[src/rtl/mux_rr_arbiter.sv]
// Round-robin arbiter driving a 4:1 mux select, with optional burst lock and a
// registered valid/ready output slot that captures the selected mux word.
module mux_rr_arbiter #(
   parameter int unsigned WIDTH     = 4,
   parameter int unsigned BURST_LEN = 1
) (
   input  logic             clk,
   input  logic             rst,
   input  logic [3:0]       req,
   output logic [3:0]       grant,
   output logic [1:0]       sel,
   input  logic [WIDTH-1:0] mux_y,
   output logic             out_valid,
   output logic [WIDTH-1:0] out_data,
   output logic [1:0]       out_src,
   input  logic             out_ready
);

   localparam int unsigned CW = (BURST_LEN < 1) ? 1 : $clog2(BURST_LEN + 1);
   localparam logic [CW-1:0] BURST_MAX = CW'(BURST_LEN);

   typedef enum logic {
      EMPTY = 1'b0,
      FULL  = 1'b1
   } slot_t;

   slot_t            slot_q, slot_d;
   logic [1:0]       ptr_q, ptr_d;
   logic [1:0]       cur_q, cur_d;
   logic [CW-1:0]    cnt_q, cnt_d;
   logic [WIDTH-1:0] data_q, data_d;
   logic [1:0]       src_q, src_d;

   logic [1:0] rr_win;
   logic       rr_hit;
   logic [1:0] idx;
   logic [1:0] winner;
   logic       in_burst;
   logic       load;
   logic       fire;

   // Round-robin scan: first requester starting at ptr, wrapping mod 4.
   always_comb begin
      rr_win = ptr_q;
      rr_hit = 1'b0;
      idx    = '0;
      for (int unsigned i = 0; i < 4; i++) begin
         idx = ptr_q + 2'(i);
         if (!rr_hit && req[idx]) begin
            rr_win = idx;
            rr_hit = 1'b1;
         end
      end
   end

   always_comb begin
      in_burst = (cnt_q != '0) && (cnt_q < BURST_MAX) && req[cur_q];
      winner   = in_burst ? cur_q : rr_win;
      load     = (slot_q == EMPTY) || out_ready;
      fire     = load && (req != '0) && !rst;
      grant    = fire ? (4'b0001 << winner) : '0;
      if (rst)
         sel = '0;
      else if (fire)
         sel = winner;
      else
         sel = ptr_q;
   end

   always_comb begin
      slot_d = slot_q;
      ptr_d  = ptr_q;
      cur_d  = cur_q;
      cnt_d  = cnt_q;
      data_d = data_q;
      src_d  = src_q;
      if (fire) begin
         slot_d = FULL;
         data_d = mux_y;
         src_d  = winner;
         ptr_d  = winner + 2'd1;
         if ((winner == cur_q) && (cnt_q != '0) && (cnt_q < BURST_MAX)) begin
            cnt_d = cnt_q + CW'(1);
         end else begin
            cur_d = winner;
            cnt_d = CW'(1);
         end
      end else if ((slot_q == FULL) && out_ready) begin
         slot_d = EMPTY;
      end
   end

   always_ff @(posedge clk) begin
      if (rst) begin
         slot_q <= EMPTY;
         ptr_q  <= '0;
         cur_q  <= '0;
         cnt_q  <= '0;
         data_q <= '0;
         src_q  <= '0;
      end else begin
         slot_q <= slot_d;
         ptr_q  <= ptr_d;
         cur_q  <= cur_d;
         cnt_q  <= cnt_d;
         data_q <= data_d;
         src_q  <= src_d;
      end
   end

   assign out_valid = (slot_q == FULL);
   assign out_data  = data_q;
   assign out_src   = src_q;

   a_grant_onehot0 : assert property (@(posedge clk) disable iff (rst)
      $onehot0(grant));
   a_grant_in_req : assert property (@(posedge clk) disable iff (rst)
      (grant & ~req) == 4'b0000);
   a_hold_stable : assert property (@(posedge clk) disable iff (rst)
      (out_valid && !out_ready) |=> ($stable(out_data) && $stable(out_src)));

endmodule
[config.mk]
export PLATFORM = sky130hd
export DESIGN_NAME = mux_rr_arbiter
export DESIGN_NICKNAME = d
export VERILOG_FILES = /design/src/rtl/mux_rr_arbiter.sv
export SDC_FILE = /design/constraint.sdc
export NUM_CORES = 1
export LEC_CHECK = 0
export ABC_CLOCK_PERIOD_IN_PS = 1700
export CELL_PAD_IN_SITES_DETAIL_PLACEMENT = 1
export CELL_PAD_IN_SITES_GLOBAL_PLACEMENT = 2
export CORE_MARGIN = 8
export CORE_UTILIZATION = 18
export DETAILED_ROUTE_END_ITERATION = 8
export PLACE_DENSITY = 0.81
export SLEW_MARGIN = 5
export SYNTH_ARGS = -nofsm -noshare
export SYNTH_HDL_FRONTEND = slang
export SYNTH_SLANG_ARGS = --single-unit
[constraint.sdc]
create_clock -name clk -period 1.7 [get_ports clk]
set_clock_uncertainty 0.15 [all_clocks]
set_input_delay 0.34 -clock clk [delete_from_list [all_inputs] [get_ports clk]]
set_output_delay 0.34 -clock clk [all_outputs]
set_load 0.02 [all_outputs]
== After elaboration in Yosys (flattened, before gate mapping) ==
Index checks and enable logic that the tools add are counted.

* Flip-flop bits (word level): 12
* Bits of input ports: 11
* Output and inout bits: 13
* Word-level logic and storage cells: 62

* Add/subtract/negate cells: 5
* Magnitude comparators: 6
* Equality and inequality tests: 1
* Shifts and indexed selects: 1
* Multiplexer cells: 23
* Bitwise logic cells: 2
* Reduce and logical (&&, ||, !) cells: 18

{| class="wikitable"
|+ Operator list
! kind !! count
|-
| $lt A2 B3 Y1 const B || 5
|-
| $mux W2 || 6
|-
| $mux W1 || 11
|-
| $bmux W1 S2 || 5
|-
| $logic_and A1 B1 Y1 || 10
|-
| $add A2 B1 Y2 const B || 2
|-
| $add A2 B2 Y2 const B || 2
|-
| $logic_not A1 Y1 || 4
|-
| $mux W4 || 1
|-
| $reduce_bool A4 Y1 || 1
|-
| $shl A1 B2 Y4 const A || 1
|-
| $eq A2 B2 Y1 || 1
|-
| $not A1 Y1 || 2
|-
| $reduce_and A2 Y1 || 1
|-
| $reduce_bool A2 Y1 || 1
|-
| $add A1 B1 Y1 const B || 1
|-
| $logic_or A1 B1 Y1 || 1
|-
| $lt A1 B1 Y1 const B || 1
|}

== Depth between registers and ports, before layout ==
* Word-level depth: 18
* Depth in mapped cells: 5
* Gate-level depth less buffers: 5

== Least setup slack after synthesis ==
Ideal clock, no wire load.

* Kind: input-to-output
* From: input port req[0]
* To: output port sel[1]
* Arrival: 1661 ps
* Data required time: 1210 ps
* Setup slack: -451 ps
* Stages on the path: 5
* Path buffers: 0
* Path through: nor2b_1 or4_4 nand2_4 inv_1 a211oi_1

* Word-level cells in the longest chain between the ends: 15
* Elaborated cells between the ends (all ways): 29
* Classes of those cells: 19 x mux; 10 x reduce/logical

{| class="wikitable"
|+ RTL lines
! what !! RTL line !! source
|-
| from (decl) || 9 || <nowiki>input logic [3:0] req,</nowiki>
|-
| $bmux W1 S2 || 49 || <nowiki>if (!rr_hit && req[idx]) begin</nowiki>
|-
| $mux W1 (implied by the code) || 49 ||
|-
| $mux W1 || 49 ||
|-
| $logic_not A1 Y1 || 49 ||
|-
| $logic_and A1 B1 Y1 || 49 ||
|-
| $mux W1 || 49 ||
|-
| $logic_not A1 Y1 || 49 ||
|-
| $logic_and A1 B1 Y1 || 49 ||
|-
| $mux W1 || 49 ||
|-
| $logic_not A1 Y1 || 49 ||
|-
| $logic_and A1 B1 Y1 || 49 ||
|-
| $mux W2 || 49 ||
|-
| $mux W2 || 58 || <nowiki>winner = in_burst ? cur_q : rr_win;</nowiki>
|-
| $mux W2 * || 64 || <nowiki>else if (fire)</nowiki>
|-
| $mux W2 * || 62 || <nowiki>if (rst)</nowiki>
|-
| to (decl) || 11 || <nowiki>output logic [1:0] sel,</nowiki>
|}

Mark *: on every way between the ends. The rest lies on a longest branch, timed or not. The select of a mux whose other input is x is not followed.

== Worst setup path after layout ==
* From: register ptr_q[1]
* To: output port sel[1]

* Word-level cells in the longest chain between the ends: 15
* Elaborated cells between the ends (all ways): 26
* Classes of those cells: 3 x add/sub; 17 x mux; 6 x reduce/logical

{| class="wikitable"
|+ RTL lines
! what !! RTL line !! source
|-
| from (decl) || 28 || <nowiki>logic [1:0] ptr_q, ptr_d;</nowiki>
|-
| from (signal assigned) || 103 || <nowiki>ptr_q <= ptr_d;</nowiki>
|-
| parallel branches: the longest is 13 deep, another holds $add A2 B1 Y2 || -- ||
|-
| $mux W2 * || 64 ||
|-
| $mux W2 * || 62 ||
|}

Mark *: on every way between the ends. The select of a mux whose other input is x is not followed.

==> metrics <==
CP max stage delay 0.43 ns; GRT Residual Overflow 0; routed vias 644; clock share of power 21.9%; hold crit path type reg -> reg; WP depth 6; Reg2Reg Depth 7; Layout area overhead 130%; Top Ports 24; Die X 67.9 µm; Top delay family on crit path simple AND/OR/NAND/NOR gates; clk_lat worst skew 0.26 ns; Synth cell types 23; initial DRC count 15; largest net degree at the start of global routing 12; final setup fails 6; status finished, violations left; die height 67.9 µm; final slew viol count 0; Reg2Reg Capture Point out_src[1]$_SDFFE_PP0P_; clock slew at reported path FFs 0.06 ns; synthesis-stage register bit count 9; reg2reg start ptr_q[1]$_SDFFE_PP0P_; R2R Setup Slk 0.02 ns; CP endpoint kind primary output; row count 19; ys async rst share 0%; TNS Setup -2.62 ns; Mapped Nets 73; worst vdd ir 0.000438 V; crit path to sel[1]; share of the yosys chip area belonging to registers 37.1%; area of the multi-input gates 417 µm²; Slew HR 76.3%; post-detail-place hpwl 1.52 mm; Setup CP Type reg -> out; yosys warns 0; Buf/Inv on CP 2; worst-margin pin slew 0.353 ns; post-route ant nets 0; share of cells above drive strength 1 57.4%; worst setup margin -0.493 ns; Required @ worst endpoint 1.21 ns; first-pass GRT wire length 3.56 mm; nets@finish 127; total power 0.775 mW; sequential share of power 31.6%; Cell Int Power 0.513 mW; Root Buffer clkbuf_4; minimum clock period 2.19 ns; Initial Util 18.2%; worst-path cell chain and3b_1 > or4_4 > nand2_4 > inv_4 > a211oi_4 > buf_6; FILL cells 321; clock sinks 9; CTS buffer count 3; Core Util, Final 42.0%; vias in the first global route 762; routed vias/inst 4.41; n_diodes 0; Mean Syn Cell Area 7.83 µm²; Total GRT Usage 10.0%; Post-synth EDFFs 0; Core ar. 2660 µm²; P_sw 0.262 mW; P_leak 0.520 nW; Reg area 185 µm²; Max clock buf depth 2; fmax 0.456 GHz; final hold violations 0; Power Dens Cells 693 nW/µm²; Port-buffer cells 23; Final Cycle Share 129%; RSZ-0062 raised after global routing true; Critical Path Source ptr_q[1]$_SDFFE_PP0P_; Cell Area, Synth 485 µm²; hold path startpoint out_data[0]$_SDFFE_PP0P_; Max Cap Violations 0; slowest CP cell or4_4; CTS tree built; Max FO, Critical Path 5; combinational power share 46.4%; H-tree levels 1; Startpoint Class flip-flop; TritonRoute pass-1 iters 4; Syn Inst Count 62; CP arrival 1.70 ns; DRC Markers 0; violations in the final reports setup timing; antenna violations before repair 0; Post-Route WL 2.11 mm; Main synth FF type dfxtp_1; RePlAce Congestion 0.696; die area 4610 µm²; Net Sw Frac 33.8%; drt wl/cell 14.4 µm
layout make-up:
cell class | instances | area share, %
timing repair buffer | 51 | 39.5
multi-input combinational | 49 | 37.2
sequential | 9 | 16.6
tap | 31 | 3.47
clock buffer | 4 | 2.35
inverter | 2 | 0.895
cells in the mapped netlist, types with 2 or more instances:
cell type  count  area, µm²
o21ai_0        6       30.0
nand2b_1       5       31.3
nor3_1         2       10.0
a21oi_1        3       15.0
nand2_1        8       30.0
a211oi_1       2       15.0
nor2_1         7       26.3
clkbuf_1       2       7.51
inv_1          2       7.51
dfxtp_1        9        180
nor2b_1        4       25.0
worst reg2reg max path: stages (launching register included):
cell	delay (ns)
dfxtp_2	0.34
and3b_1	0.18
or4_4	0.43
nand2_4	0.10
buf_4	0.12
nand2_4	0.05
buf_4	0.13
a21oi_2	0.11
power by group through the flow:
| stage | clock [mW] | sequential [mW] | combinational, mW |
|---|---|---|---|
| after CTS | 0.173 | 0.245 | 0.345 |
| final | 0.170 | 0.245 | 0.360 |
| after detailed placement | 0 | 0.250 | 0.304 |
| after global placement | 0 | 0.247 | 0.297 |
| after floorplan | 0 | 0.266 | 0.124 |
| after global routing | 0.188 | 0.247 | 0.390 |
per-stage QoR:
stage,cells,setup WS [ns],area [µm²],hold WS (ns)
floorplan,62,-0.203,564,0.299
global placement,133,-1.32,968,0.295
detailed placement,133,-1.36,968,0.313
CTS,145,-0.516,1080,0.328
global route,146,-0.549,1120,0.358
finish,146,-0.493,1120,0.323
per-layer routing:
metal | GRT usage [%] | wire length [µm] | vias to the layer above
li1 | - | - | 317
met1 | 9.98 | 840 | 301
met2 | 17.2 | 1060 | 20
met3 | 4.26 | 151 | 6
met4 | 5.63 | 55 | 0
met5 | 0 | 0 | -
worst min path at each step:
stage                                    end  slack, ns  cells after the start
CTS                 out_data[0]$_SDFFE_PP0P_       0.33                      2
finish              out_data[0]$_SDFFE_PP0P_       0.32                      2
global placement     out_src[1]$_SDFFE_PP0P_       0.30                      2
floorplan           out_data[1]$_SDFFE_PP0P_       0.30                      2
global route        out_data[0]$_SDFFE_PP0P_       0.36                      2
detailed placement  out_data[0]$_SDFFE_PP0P_       0.31                      2
kinds of logic (layout without fill, tap and decap cells):
kind of cell              count (synthesis)  after routing  share of synthesized area [%]
AOI/OAI and AO/OA                        15             15                           20.1
xor gates and xnor gates                  1              1                           1.80
DFF                                       9              9                           37.1
and+or+nand+nor                          33             33                           37.9
buffers and inverters                     4             57                           3.09
repair_timing:
item | in CTS | in global routing
endpoints found under the setup margin | 20 | 8
setup buffers | 8 | 1
hold buffers | 0 | 0
pin swaps | 9 | 6
resized for setup | 74 | 7
state kept, by name, summed over array words and instances (netlist names):
name       flops
out_src        2
out_data       4
out_valid      1
ptr_q          2
cell usage in the layout (no fill, tap or decap), types with 4 or more instances in the layout:
| master | instances |
|---|---|
| buf_4 | 24 |
| clkdlybuf4s50_1 | 4 |
| dlygate4sd2_1 | 8 |
| nand2_4 | 4 |
| o21ai_0 | 5 |
| dfxtp_1 | 7 |
| nand2_1 | 5 |
| buf_6 | 10 |
| nand2b_1 | 5 |
Note: power is estimated with default switching activity, not from simulation.
